**src/rtl/csr_pkg.sv**
```systemverilog
// csr_pkg: shared op/state encodings, CSR numbers and mstatus bit positions
// for the machine CSR control stage and its address decoder.
package csr_pkg;
   localparam logic [3:0] CAUSE_ECALL = 4'd11;
   typedef enum logic [2:0] {
      OP_RW    = 3'd0,
      OP_RS    = 3'd1,
      OP_RC    = 3'd2,
      OP_ECALL = 3'd3,
      OP_MRET  = 3'd4
   } op_e;
   localparam logic [1:0] MSTATUS = 2'd0;
   localparam logic [1:0] MTVEC   = 2'd1;
   localparam logic [1:0] MEPC    = 2'd2;
   localparam logic [1:0] MCAUSE  = 2'd3;
   localparam logic [11:0] ADDR_MSTATUS = 12'h300;
   localparam logic [11:0] ADDR_MTVEC   = 12'h305;
   localparam logic [11:0] ADDR_MEPC    = 12'h341;
   localparam logic [11:0] ADDR_MCAUSE  = 12'h342;
   localparam int MIE    = 3;
   localparam int MPIE   = 7;
   localparam int MPP_LO = 11;
   localparam int MPP_HI = 12;
   typedef enum logic [2:0] {
      S_IDLE,
      S_EXEC,
      S_TRAP_CAUSE,
      S_TRAP_STATUS,
      S_MRET_EPC,
      S_MRET_STATUS,
      S_ILLEGAL,
      S_RESP
   } state_e;
endpackage

```
**src/rtl/csr_addr_decode.sv**
```systemverilog
// csr_addr_decode: maps a 12-bit CSR number onto the 4-entry register file index with an illegal flag
module csr_addr_decode
   import csr_pkg::*;
(
   input  logic [11:0] addr,
   output logic [1:0]  idx,
   output logic        illegal
);
   always_comb begin
      idx     = addr == ADDR_MTVEC  ? MTVEC  :
                addr == ADDR_MEPC   ? MEPC   :
                addr == ADDR_MCAUSE ? MCAUSE : MSTATUS;
      illegal = !(addr == ADDR_MSTATUS || addr == ADDR_MTVEC ||
                  addr == ADDR_MEPC    || addr == ADDR_MCAUSE);
   end
endmodule

```
**src/rtl/csr_ctrl.sv**
```systemverilog
// csr_ctrl: sequences CSR read-modify-writes, ECALL traps and MRET against the
// machine CSR register file, one request at a time, with a held response.
module csr_ctrl
   import csr_pkg::*;
#(
   parameter int         XLEN        = 64,
   parameter logic [3:0] CAUSE_ECALL = csr_pkg::CAUSE_ECALL
) (
   input  logic            clock,
   input  logic            reset,
   input  logic            in_valid,
   output logic            in_ready,
   input  logic [2:0]      in_op,
   input  logic [11:0]     in_csr_addr,
   input  logic [XLEN-1:0] in_src,
   input  logic [XLEN-1:0] in_pc,
   output logic            out_valid,
   input  logic            out_ready,
   output logic [XLEN-1:0] out_rdata,
   output logic            out_redirect,
   output logic [XLEN-1:0] out_target,
   output logic            out_illegal,
   output logic [2:0]      csr_raddr,
   input  logic [XLEN-1:0] csr_rdata,
   output logic [2:0]      csr_waddr,
   output logic            csr_wen,
   output logic [XLEN-1:0] csr_wdata,
   output logic            csr_exception,
   output logic [XLEN-1:0] csr_epc,
   output logic [3:0]      csr_no
);
   state_e            state_q, state_d;
   op_e               op_q, op_d;
   logic [1:0]        idx_q, idx_d;
   logic [XLEN-1:0]   src_q, src_d;
   logic [XLEN-1:0]   pc_q, pc_d;
   logic [XLEN-1:0]   rdata_q, rdata_d;
   logic [XLEN-1:0]   target_q, target_d;
   logic              redirect_q, redirect_d;
   logic              illegal_q, illegal_d;
   logic [1:0]        dec_idx;
   logic              dec_illegal;
   logic              bad_req;

   csr_addr_decode u_dec (
      .addr    (in_csr_addr),
      .idx     (dec_idx),
      .illegal (dec_illegal)
   );

   // ECALL/MRET ignore the address; only CSR ops can fault on it
   assign bad_req = in_op > 3'd4 || (in_op < 3'd3 && dec_illegal);

   always_comb begin
      state_d       = state_q;
      op_d          = op_q;
      idx_d         = idx_q;
      src_d         = src_q;
      pc_d          = pc_q;
      rdata_d       = rdata_q;
      target_d      = target_q;
      redirect_d    = redirect_q;
      illegal_d     = illegal_q;
      in_ready      = state_q == S_IDLE;
      out_valid     = 1'b0;
      out_rdata     = '0;
      out_redirect  = 1'b0;
      out_target    = '0;
      out_illegal   = 1'b0;
      csr_raddr     = '0;
      csr_waddr     = '0;
      csr_wen       = 1'b0;
      csr_wdata     = '0;
      csr_exception = 1'b0;
      csr_epc       = '0;
      csr_no        = '0;
      case (state_q)
         S_IDLE: if (in_valid) begin
            op_d       = op_e'(in_op);
            idx_d      = dec_idx;
            src_d      = in_src;
            pc_d       = in_pc;
            rdata_d    = '0;
            target_d   = '0;
            redirect_d = 1'b0;
            illegal_d  = bad_req;
            state_d    = bad_req            ? S_ILLEGAL    :
                         in_op == OP_ECALL  ? S_TRAP_CAUSE :
                         in_op == OP_MRET   ? S_MRET_EPC   : S_EXEC;
         end
         S_EXEC: begin
            csr_raddr = {1'b0, idx_q};
            rdata_d   = csr_rdata;
            csr_wen   = 1'b1;
            csr_waddr = {1'b0, idx_q};
            csr_wdata = op_q == OP_RW ? src_q :
                        op_q == OP_RS ? csr_rdata | src_q : csr_rdata & ~src_q;
            state_d   = S_RESP;
         end
         S_TRAP_CAUSE: begin
            csr_exception = 1'b1;
            csr_epc       = pc_q;
            csr_no        = CAUSE_ECALL;
            csr_raddr     = {1'b0, MTVEC};
            target_d      = csr_rdata;
            state_d       = S_TRAP_STATUS;
         end
         S_TRAP_STATUS: begin
            csr_raddr                = {1'b0, MSTATUS};
            csr_wen                  = 1'b1;
            csr_waddr                = {1'b0, MSTATUS};
            csr_wdata                = csr_rdata;
            csr_wdata[MPIE]          = csr_rdata[MIE];
            csr_wdata[MIE]           = 1'b0;
            csr_wdata[MPP_HI:MPP_LO] = 2'b11;
            redirect_d               = 1'b1;
            state_d                  = S_RESP;
         end
         S_MRET_EPC: begin
            csr_raddr = {1'b0, MEPC};
            target_d  = csr_rdata;
            state_d   = S_MRET_STATUS;
         end
         S_MRET_STATUS: begin
            csr_raddr                = {1'b0, MSTATUS};
            csr_wen                  = 1'b1;
            csr_waddr                = {1'b0, MSTATUS};
            csr_wdata                = csr_rdata;
            csr_wdata[MIE]           = csr_rdata[MPIE];
            csr_wdata[MPIE]          = 1'b1;
            csr_wdata[MPP_HI:MPP_LO] = 2'b11;
            redirect_d               = 1'b1;
            state_d                  = S_RESP;
         end
         S_ILLEGAL: state_d = S_RESP;
         S_RESP: begin
            out_valid    = 1'b1;
            out_rdata    = rdata_q;
            out_redirect = redirect_q;
            out_target   = target_q;
            out_illegal  = illegal_q;
            state_d      = out_ready ? S_IDLE : S_RESP;
         end
         default: state_d = S_IDLE;
      endcase
   end

   always_ff @(posedge clock or negedge reset) begin
      if (!reset) begin
         state_q    <= S_IDLE;
         op_q       <= OP_RW;
         idx_q      <= '0;
         src_q      <= '0;
         pc_q       <= '0;
         rdata_q    <= '0;
         target_q   <= '0;
         redirect_q <= 1'b0;
         illegal_q  <= 1'b0;
      end else begin
         state_q    <= state_d;
         op_q       <= op_d;
         idx_q      <= idx_d;
         src_q      <= src_d;
         pc_q       <= pc_d;
         rdata_q    <= rdata_d;
         target_q   <= target_d;
         redirect_q <= redirect_d;
         illegal_q  <= illegal_d;
      end
   end
endmodule

```
**config.mk**
```make
export PLATFORM = sky130hd
export DESIGN_NAME = csr_ctrl
export DESIGN_NICKNAME = d
export VERILOG_FILES = /design/src/rtl/csr_pkg.sv /design/src/rtl/csr_addr_decode.sv /design/src/rtl/csr_ctrl.sv
export SDC_FILE = /design/constraint.sdc
export NUM_CORES = 1
export LEC_CHECK = 0
export CAP_MARGIN = 5
export CORE_AREA = 2 2 186 188
export CTS_CLUSTER_SIZE = 8
export DETAILED_ROUTE_END_ITERATION = 8
export DIE_AREA = 0 0 188 190
export GPL_TIMING_DRIVEN = 0
export MAX_ROUTING_LAYER = met4
export PLACE_DENSITY = 0.7
export REMOVE_ABC_BUFFERS = 1
export SLEW_MARGIN = 20
export SYNTH_ARGS = -nofsm -noshare
export SYNTH_HDL_FRONTEND = slang
export SYNTH_SLANG_ARGS = --single-unit
export TNS_END_PERCENT = 100
```
**constraint.sdc**
```tcl
create_clock -name clock -period 4.15 [get_ports clock]
set_input_delay 0.6225 -clock clock [delete_from_list [all_inputs] [get_ports clock]]
set_output_delay 0.6225 -clock clock [all_outputs]
set_load 0.02 [all_outputs]
```
==> results.sh <==
export IMPL_status="complete, no violations"
export IMPL_io_pins=483
export IMPL_p_switching_mw=5.03
export IMPL_wl_met1_mm=17.2
export IMPL_drt_iter0_markers=701
export IMPL_cp_endpoint="out_rdata[40]"
export IMPL_cts_sinks=266
export IMPL_clock_skew_ns=0.00703
export IMPL_cp_max_fo=80
export IMPL_path_clk_slew_ns=0.05
export IMPL_arrival_ns=3.32
export IMPL_internal_power_mw=8.22
export IMPL_drive_above_1_share_pct=4.61
export IMPL_die_h_um=190
export IMPL_std_cell_rows=68
export IMPL_crit_start="state_q[1]"
export IMPL_drt_pass1_iterations=5
export IMPL_cts_tree="yes"
export IMPL_min_period_ns=3.94
export IMPL_rsz0062_at_grt="false"
export IMPL_worst_slack_ns=0.207
export IMPL_nets=2072
export IMPL_cts_resized_gates=0
export IMPL_crit_required_ns=3.53
export IMPL_synth_seq_cells=266
export IMPL_drc=0
export IMPL_syn_to_final_growth_pct=51.1
export IMPL_setup_viol=0
export IMPL_r2r_start="state_q[1]"
export IMPL_grt_pass1_wl_mm=65.6
export IMPL_grt_pass1_vias=11700
export IMPL_synth_largest_area_cell="dfrtp_1"
export IMPL_seq_area_frac_synth_pct=52.9
export IMPL_vdd_drop_max_mv=0.494
export IMPL_worstSetupPathType="reg2out"
export IMPL_finalCritPeriodShare_pct=95.0
export IMPL_synthArstFlopShare_pct=100
export IMPL_numPortBuffers=479
export IMPL_slew_headroom_pct=51.3
export IMPL_synthTopCellsByArea="dfrtp_1, nand2_1, a22o_1"
export IMPL_num_vias=11800
export IMPL_core_mm2=0.0339
export IMPL_p_comb_share_pct=46.8
export IMPL_timing_setup_tns_ns=0
export IMPL_slowest_stage="dfrtp_4"
export IMPL_post_place_ws_ns=0.493
export IMPL_dieArea_mm2=0.0357
export IMPL_slew_violations=0
export IMPL_cts_root_buf="clkbuf_16"
export IMPL_pwr_share_seq_pct=31.7
export IMPL_slowest_delay_ns=0.89
export IMPL_wl_met3_mm=3.42
export IMPL_ys_warn_count=0
export IMPL_clock_latency_ns=0.51
export IMPL_clockPowerShare_pct=21.5
export IMPL_htreeDepth=2
export IMPL_die_x_um=188
export IMPL_synth_top_area_share_pct=52.9
export IMPL_stdcell_count=2322
export IMPL_hold_path_class="in2async"
export IMPL_post_cts_buffers=3
export IMPL_start_kind="flop"
export IMPL_path_cells="and3_4 > buf_16 > and2_1 > clkdlybuf4s50_1"
export IMPL_antenna_left=0
export IMPL_met2_length_mm=20.6
export IMPL_final_common_cell="nand2_1"
export IMPL_drt_vias_per_instance=5.09
export IMPL_worst_pin_slew_ns=0.731
export IMPL_drv_cap=0
export IMPL_grt_ovfl_total=0
export IMPL_switching_share_pct=37.9
export IMPL_max_freq_mhz=254
export IMPL_power_per_cell_area_mw_per_mm2=697
export IMPL_start_util_pct=37.1
export IMPL_grt_max_degree=92
export IMPL_worstSetupEndpointType="output pin"
export IMPL_wl_per_cell_um=18.3
export IMPL_track_usage_pct=23.9
export IMPL_synth_edf_count=0
export IMPL_hold_buffers=0
export IMPL_antenna_found_initial=1
export IMPL_reg2regPathDepth=5
export IMPL_ff2ff_setup_slack_ns=1.63
export IMPL_ys_flop_type="dfrtp_1"
export IMPL_syn_mean_instance_area_um2=8.78
export IMPL_syn_inst=1433
export IMPL_post_place_cells=2272
export IMPL_rr_endpoint="rdata_q[15]"
export IMPL_clockBufferDepth=3
export IMPL_p_leak_nw=8.87
export IMPL_place_congestion=0.831
export IMPL_syn_area_mm2=0.0126
export IMPL_final_cell_mix="nand2_1, clkdlybuf4s50_1, dfrtp_1"
export IMPL_hpwl_mm=29.0
export IMPL_synth_cell_types=42
export IMPL_cts_made_buffers=39
export IMPL_hold_viol=0
export IMPL_highest_layer="met4"
export IMPL_drt_total_wl_mm=42.4
-- final cells by class --
class                      count  area, um2
inverter                       2       7.51
antenna                        1       2.50
multi-input combinational   1045       5440
timing repair buffer         507       5280
tap                          455        569
fill                        2989      14900
clock buffer                  46       1060
sequential                   266       6660
-- state kept, by name (all words and copies together), names as in the netlist --
name        cells
idx_q           2
op_q            3
illegal_q       1
state_q         3
redirect_q      1
target_q       64
rdata_q        64
src_q          64
pc_q           64
-- worst max-delay path, delay by kind of cell (launching register included) --
family / cells / cell delay, ns
buf+inv: 2 / 0.94
simple gates: 2 / 0.90
flops: 1 / 0.89
-- cells by family (layout without fill, tap and decap cells) --
group	after synthesis	after routing	synth area share [%]
AND/OR/NAND/NOR	765	765	27.5
AO/OA/AOI/OAI	274	274	14.9
flip-flops	266	266	52.9
buffers and inverters	124	555	4.44
XOR/XNOR	3	3	0.209
other	1	4	0.0298
-- cell usage after synthesis (5+ instances only) --
cell        n
nand2_1   530
dfrtp_1   266
and2_1    134
o21ai_0   129
a22o_1    124
and3_1     65
clkbuf_1   58
buf_2      54
nor2_1     10
buf_4       7
a21oi_1     5
nor2b_1     5
-- layer usage --
metal | vias to the layer above | track usage, %
li1 | 5586 | -
met3 | 77 | 6.22
met2 | 496 | 38.6
met4 | 0 | 8.42
met1 | 5667 | 28.9
met5 | - | -
-- power by group through the flow --
stage	Sequential (mW)	Clock (mW)	Combinational, mW
2_1_floorplan	4.00	0	3.33
3_3_place_gp	4.16	0	6.04
3_5_place_dp	4.21	0	6.22
4_1_cts	4.18	2.94	6.26
5_1_grt	4.32	3.04	6.67
6_report	4.19	2.85	6.20
-- how the worst min path moves through the flow --
stage,depth (start not counted),slack (ns),from,endpoint
2_1_floorplan,0,0.33,reset,idx_q[0]
3_3_place_gp,2,0.45,pc_q[10],pc_q[10]
3_5_place_dp,2,0.46,pc_q[17],pc_q[17]
4_1_cts,1,0.15,reset,src_q[16]
5_1_grt,1,0.17,reset,src_q[16]
6_report,1,0.12,reset,src_q[16]
-- through the flow --
step           hold slack [ns]  util, %  instance area (um2)  power, mW
2_1_floorplan            0.327        -                12000       7.33
3_3_place_gp             0.450     51.3                17400       10.2
3_5_place_dp             0.456     52.8                17900       10.4
4_1_cts                  0.154     56.0                19000       13.4
5_1_grt                  0.168     56.0                19000       14.0
6_report                 0.123     56.0                19000       13.3
Note: power is estimated with default switching activity, not from simulation.
==> RTL edit 1, RTL diff (config.mk and constraints unchanged) <==
Register the output `out_redirect`, cleared by the reset; this adds one clock of latency there. The other outputs are not delayed to match.
--- a/src/rtl/csr_ctrl.sv
+++ b/src/rtl/csr_ctrl.sv
@@ -30,4 +30,6 @@
    output logic [3:0]      csr_no
 );
+
+   logic out_redirect_d;
    state_e            state_q, state_d;
    op_e               op_q, op_d;
@@ -65,5 +67,5 @@
       out_valid     = 1'b0;
       out_rdata     = '0;
-      out_redirect  = 1'b0;
+      out_redirect_d = 1'b0;
       out_target    = '0;
       out_illegal   = 1'b0;
@@ -137,5 +139,5 @@
             out_valid    = 1'b1;
             out_rdata    = rdata_q;
-            out_redirect = redirect_q;
+            out_redirect_d = redirect_q;
             out_target   = target_q;
             out_illegal  = illegal_q;
@@ -169,4 +171,12 @@
       end
    end
+   always_ff @(posedge clock or negedge reset) begin
+      if (!reset) begin
+         out_redirect <= '0;
+      end else begin
+         out_redirect <= out_redirect_d;
+      end
+   end
+
 endmodule
 
Function: changed (a bounded check fails within 4 cycles, from zero or initial values and one cycle with reset low).
==> RTL edit 1 against the unedited design <==
- combinational power increased by 0.8%
- worst setup slack better by 0.031 ns
- sequential cell count up 1
- cell area up 0.17%
- maximum frequency up 0.80%
- register-to-register slack worse by 0.22 ns
- synthesized area is 0.38% higher
- total power about the same
- wire length grew 2.9%
- critical endpoint is now csr_wdata[61]
- largest power group unchanged
- highest routed layer unchanged
==> RTL edit 1: results (changes against the unedited design) <==
Parameter                              Value

Outcome
  Run status    finished, final reports clean (unchanged)

Worst setup path
  Delay of the slowest critical-path stage    0.67 ns (was 0.89 ns)
  Cell type of the slowest stage on the worst timing path    dfrtp_4 (unchanged)
  Crit-path max FO    41 (was 80)
  Critical path arrival    3.29 ns (was 3.32 ns)

Route
  Vias per inst    5.11 (was 5.09)
  WL met1    18,100 um (was 17,200 um)
  Total length of routed wires    43,700 um (was 42,400 um)
  Routed length on met2    20,800 um (was 20,600 um)
  ANT nets after route    0 (unchanged)
  Met3 wire length    3170 um (was 3420 um)
  DRT iter0 DRCs    643 (was 701)

Pwr
  Share of total power consumed by net switching    38.1% (was 37.9%)
  Maximum vdd drop    0.341 mV (was 0.494 mV)
  Static power due to leakage    8.87 nW (about the same)

Place
  Number of input and output port buffers inserted    479 (unchanged)
  Worst-case setup slack after placement    0.0966 ns (was 0.493 ns)
  Post-DP HPWL    29,900 um (was 29,000 um)
  GP Congestion    0.829 (was 0.831)

STA
  Least-Margin Pin Slew    0.775 ns (was 0.731 ns)
  Final Setup Violations    0 (unchanged)
  Layout Skew    0.0152 ns (was 0.00703 ns)

Synthesis
  Number of library cell types mapped by synthesis    43 (was 42)
  Share of synthesized flip-flops with an asynchronous set or reset    100% (unchanged)
  Number of synthesis warnings    0 (unchanged)
  Sequential element share of the synthesized area    52.9% (about the same)
  Synth top area cells    dfrtp_1 53%, nand2_1 16%, a22o_1 8.6% (unchanged)
  Most used standard cells in the synthesized netlist    530 x nand2_1, 267 x dfrtp_1, 134 x and2_1 (was 530 x nand2_1, 266 x dfrtp_1, 134 x and2_1)
  Average size of a mapped cell    8.81 um2 (was 8.78 um2)

Layout
  Multi-input gate area    0.00544 mm2 (unchanged)
  Sequential cells    267 (was 266)
  Layout cell share with drive strength beyond 1    4.61% (about the same)
  Clock tree buffer count of the final layout    43 (was 46)
  Count of fill cells added during filler insertion    2,969 (was 2,989)
  Inserted Diodes    5 (was 1)
  Number of combinational gates with multiple inputs    1,045 (unchanged)
  Post-layout net count    2,073 (was 2,072)
  Buffers outside the clock class    507 (unchanged)
  Clock buffer and inverter area fraction after layout    5.45% (was 5.60%)
  Logic inverters    2 (unchanged)
  Count of non-filler cells in the finished layout    2,325 (was 2,322)
  Layout non-clock buf frac    27.8% (was 27.7%)
  Sequential cell area share    35.1% (was 35.0%)

Clocking
  Deepest clock path buffer count    3 (unchanged)
  Worst-Skew Late Latency    0.51 ns (about the same)
  Clock root buffer    clkbuf_16 (unchanged)
  Number of H-tree levels    2 (unchanged)
  Total CTS buffers    39 (unchanged)

Global routing
  Number of antenna violations at the first check in global routing    6 (was 1)
  M3 GR Usage    5.92% (was 6.22%)
  Via count of the first global-routing pass    12,100 (was 11,700)
  Global routing met2 resource utilization    39.7% (was 38.6%)
  Wire length of the first global-routing pass    67,800 um (was 65,600 um)
  Largest net degree at the start of global routing    88 (was 92)
  Global-route usage over all layers    24.8% (was 23.9%)
  Met1 GRT Util    30.3% (was 28.9%)

Run
  Max-cap check violation count    0 (unchanged)

Worst hold path
  Classification of the worst-slack hold path    primary input to async pin (unchanged)
[RTL edit 1: changes by cell type after synthesis, sizes merged]
cell / change
clkbuf: +3
buf: -3
dfrtp: +1
[RTL edit 1: cell families (layout without fill, tap and decap cells)]
| logic type | Yosys count | after routing | share of synthesized area (%) |
|---|---|---|---|
| other cells | 1 | 8 | 0.0297 |
| compound gates | 274 | 274 | 14.9 |
| simple gates | 765 | 765 | 27.4 |
| flops | 267 | 267 | 52.9 |
| buf+inv | 124 | 553 | 4.54 |
| xor+xnor | 3 | 3 | 0.208 |
[RTL edit 1: final timing paths]
check,cells after the start,end,startpoint,slack [ns]
max reg2reg,6,illegal_q,state_q[1],1.41
max,7,csr_wdata[61],state_q[1],0.24
min in group clock,2,pc_q[21],pc_q[21],0.47
min,1,src_q[56],reset,0.03
max in group asynchronous,3,pc_q[39],reset,2.96
min reg2reg,2,pc_q[21],pc_q[21],0.47
[RTL edit 1: metrics by stage]
stage | util, % | instance area, um2 | setup TNS (ns)
global route | 56.1 | 19100 | 0
CTS | 56.0 | 19000 | 0
detailed placement | 53.0 | 18000 | 0
global placement | 51.4 | 17400 | -4430.82
floorplan | - | 12100 | -325.47
finish | 56.1 | 19100 | 0
[RTL edit 1: timing repair]
item,in CTS,in global routing
buffers inserted,1,1
pin swaps,1,0
gates resized for setup,0,1
endpoints found under the setup margin,60,55
[RTL edit 1: power groups by stage]
stage | logic [mW] | clock network (mW) | registers [mW]
global placement | 6.04 | 0 | 4.18
floorplan | 3.32 | 0 | 4.02
CTS | 6.25 | 2.90 | 4.20
global route | 6.75 | 3.00 | 4.31
finish | 6.25 | 2.82 | 4.18
detailed placement | 6.22 | 0 | 4.23
==> RTL edit 2, RTL diff (same settings) <==
Without the edit above. Set the package constant `MPP_HI` to 24 (it was 12).
--- a/src/rtl/csr_pkg.sv
+++ b/src/rtl/csr_pkg.sv
@@ -21,5 +21,5 @@
    localparam int MPIE   = 7;
    localparam int MPP_LO = 11;
-   localparam int MPP_HI = 12;
+   localparam int MPP_HI = 24;
    typedef enum logic [2:0] {
       S_IDLE,
Formal check against the unedited RTL: not equivalent (a bounded check fails within 4 cycles, from zero or initial values and one cycle with reset low).
==> RTL edit 2 against the unedited design <==
- combinational power decreased by 1%
- cell area increased by 0.31%
- total power decreased by 0.78%
- synthesized area increased by 0.56%
- hold slack improved by 0.030 ns
- via count increased by 0.47%
- worst setup slack improved by 0.014 ns
- sequential cell count unchanged
- wire length increased by 1.3%
- critical path type unchanged
- largest cell class unchanged
==> RTL edit 2: results (changes against the unedited design) <==
Parameter                              Value

Layout
  Number of combinational gates with multiple inputs    1,057 (was 1,045)
  Layout non-clock buf frac    27.8% (was 27.7%)
  Sequential cell area    0.00666 mm2 (about the same)
  Multi-input gate share of total cell area    28.7% (was 28.6%)
  Clock tree buffer count of the final layout    44 (was 46)
  Count of fill cells added during filler insertion    2,975 (was 2,989)
  Layout cell share with drive strength beyond 1    4.79% (was 4.61%)
  Post-layout net count    2,086 (was 2,072)
  Buffers outside the clock class    509 (was 507)

Place
  Worst-case setup slack after placement    -0.0973 ns (was 0.493 ns)
  Post-detailed-placement cell area    0.0180 mm2 (was 0.0179 mm2)
  GP Congestion    0.837 (was 0.831)
  Post-DP HPWL    29,600 um (was 29,000 um)

Worst setup path
  Crit-path max FO    41 (was 80)
  Delay of the slowest critical-path stage    0.67 ns (was 0.89 ns)

Synthesis
  Average size of a mapped cell    8.75 um2 (was 8.78 um2)
  Fraction of synthesized cell area in xor and xnor cells    0.208% (was 0.209%)
  Number of library cell types mapped by synthesis    44 (was 42)
  Post-synthesis compound-gate area fraction    14.0% (was 14.9%)
  Synth top area cells    dfrtp_1 53%, nand2_1 16%, a22o_1 7.8% (was dfrtp_1 53%, nand2_1 16%, a22o_1 8.6%)
  Most used standard cells in the synthesized netlist    541 x nand2_1, 266 x dfrtp_1, 134 x and2_1 (was 530 x nand2_1, 266 x dfrtp_1, 134 x and2_1)

Route
  WL met1    17,300 um (was 17,200 um)
  DRT iter0 DRCs    580 (was 701)
  Met3 wire length    3610 um (was 3420 um)
  Vias per inst    5.09 (about the same)
  Total length of routed wires    43,000 um (was 42,400 um)

Clocking
  Number of setup buffers added after CTS    2 (was 3)

Pwr
  Maximum vdd drop    0.371 mV (was 0.494 mV)
  Static power due to leakage    8.85 nW (was 8.87 nW)

Global routing
  Global-route usage over all layers    24.2% (was 23.9%)
  M3 GR Usage    6.77% (was 6.22%)
  Wire length of the first global-routing pass    66,900 um (was 65,600 um)
  Global routing met2 resource utilization    38.5% (was 38.6%)
  Largest net degree at the start of global routing    96 (was 92)

Outcome
  Run status    finished, final reports clean (unchanged)

STA
  Least-Margin Pin Slew    0.820 ns (was 0.731 ns)
[RTL edit 2: cell count changes in the layout (fill, tap and decap cells not counted), moves of 2 or more]
cell	change
a21oi_1	+12
nand2_2	+2
buf_16	-2
buf_12	+4
clkbuf_8	-2
nand2_1	+11
o21ai_0	-12
a22o_1	-12
nand3b_1	+12
buf_6	+2
[RTL edit 2: path summary, 6_finish.rpt]
path                                  to  slack (ns)  cells after the start
hold reg to reg                 pc_q[54]        0.46                      2
setup / recovery           csr_wdata[45]        0.22                      7
setup reg to reg             rdata_q[40]        1.47                      6
max in group asynchronous     state_q[1]        3.01                      2
min in group clock              pc_q[54]        0.46                      2
hold / removal                 src_q[48]        0.15                      1
[RTL edit 2: power by group]
| group | switching (mW) | internal (mW) |
|---|---|---|
| sequential | 0.588 | 3.57 |
| clock | 1.08 | 1.79 |
| combinational | 3.29 | 2.84 |
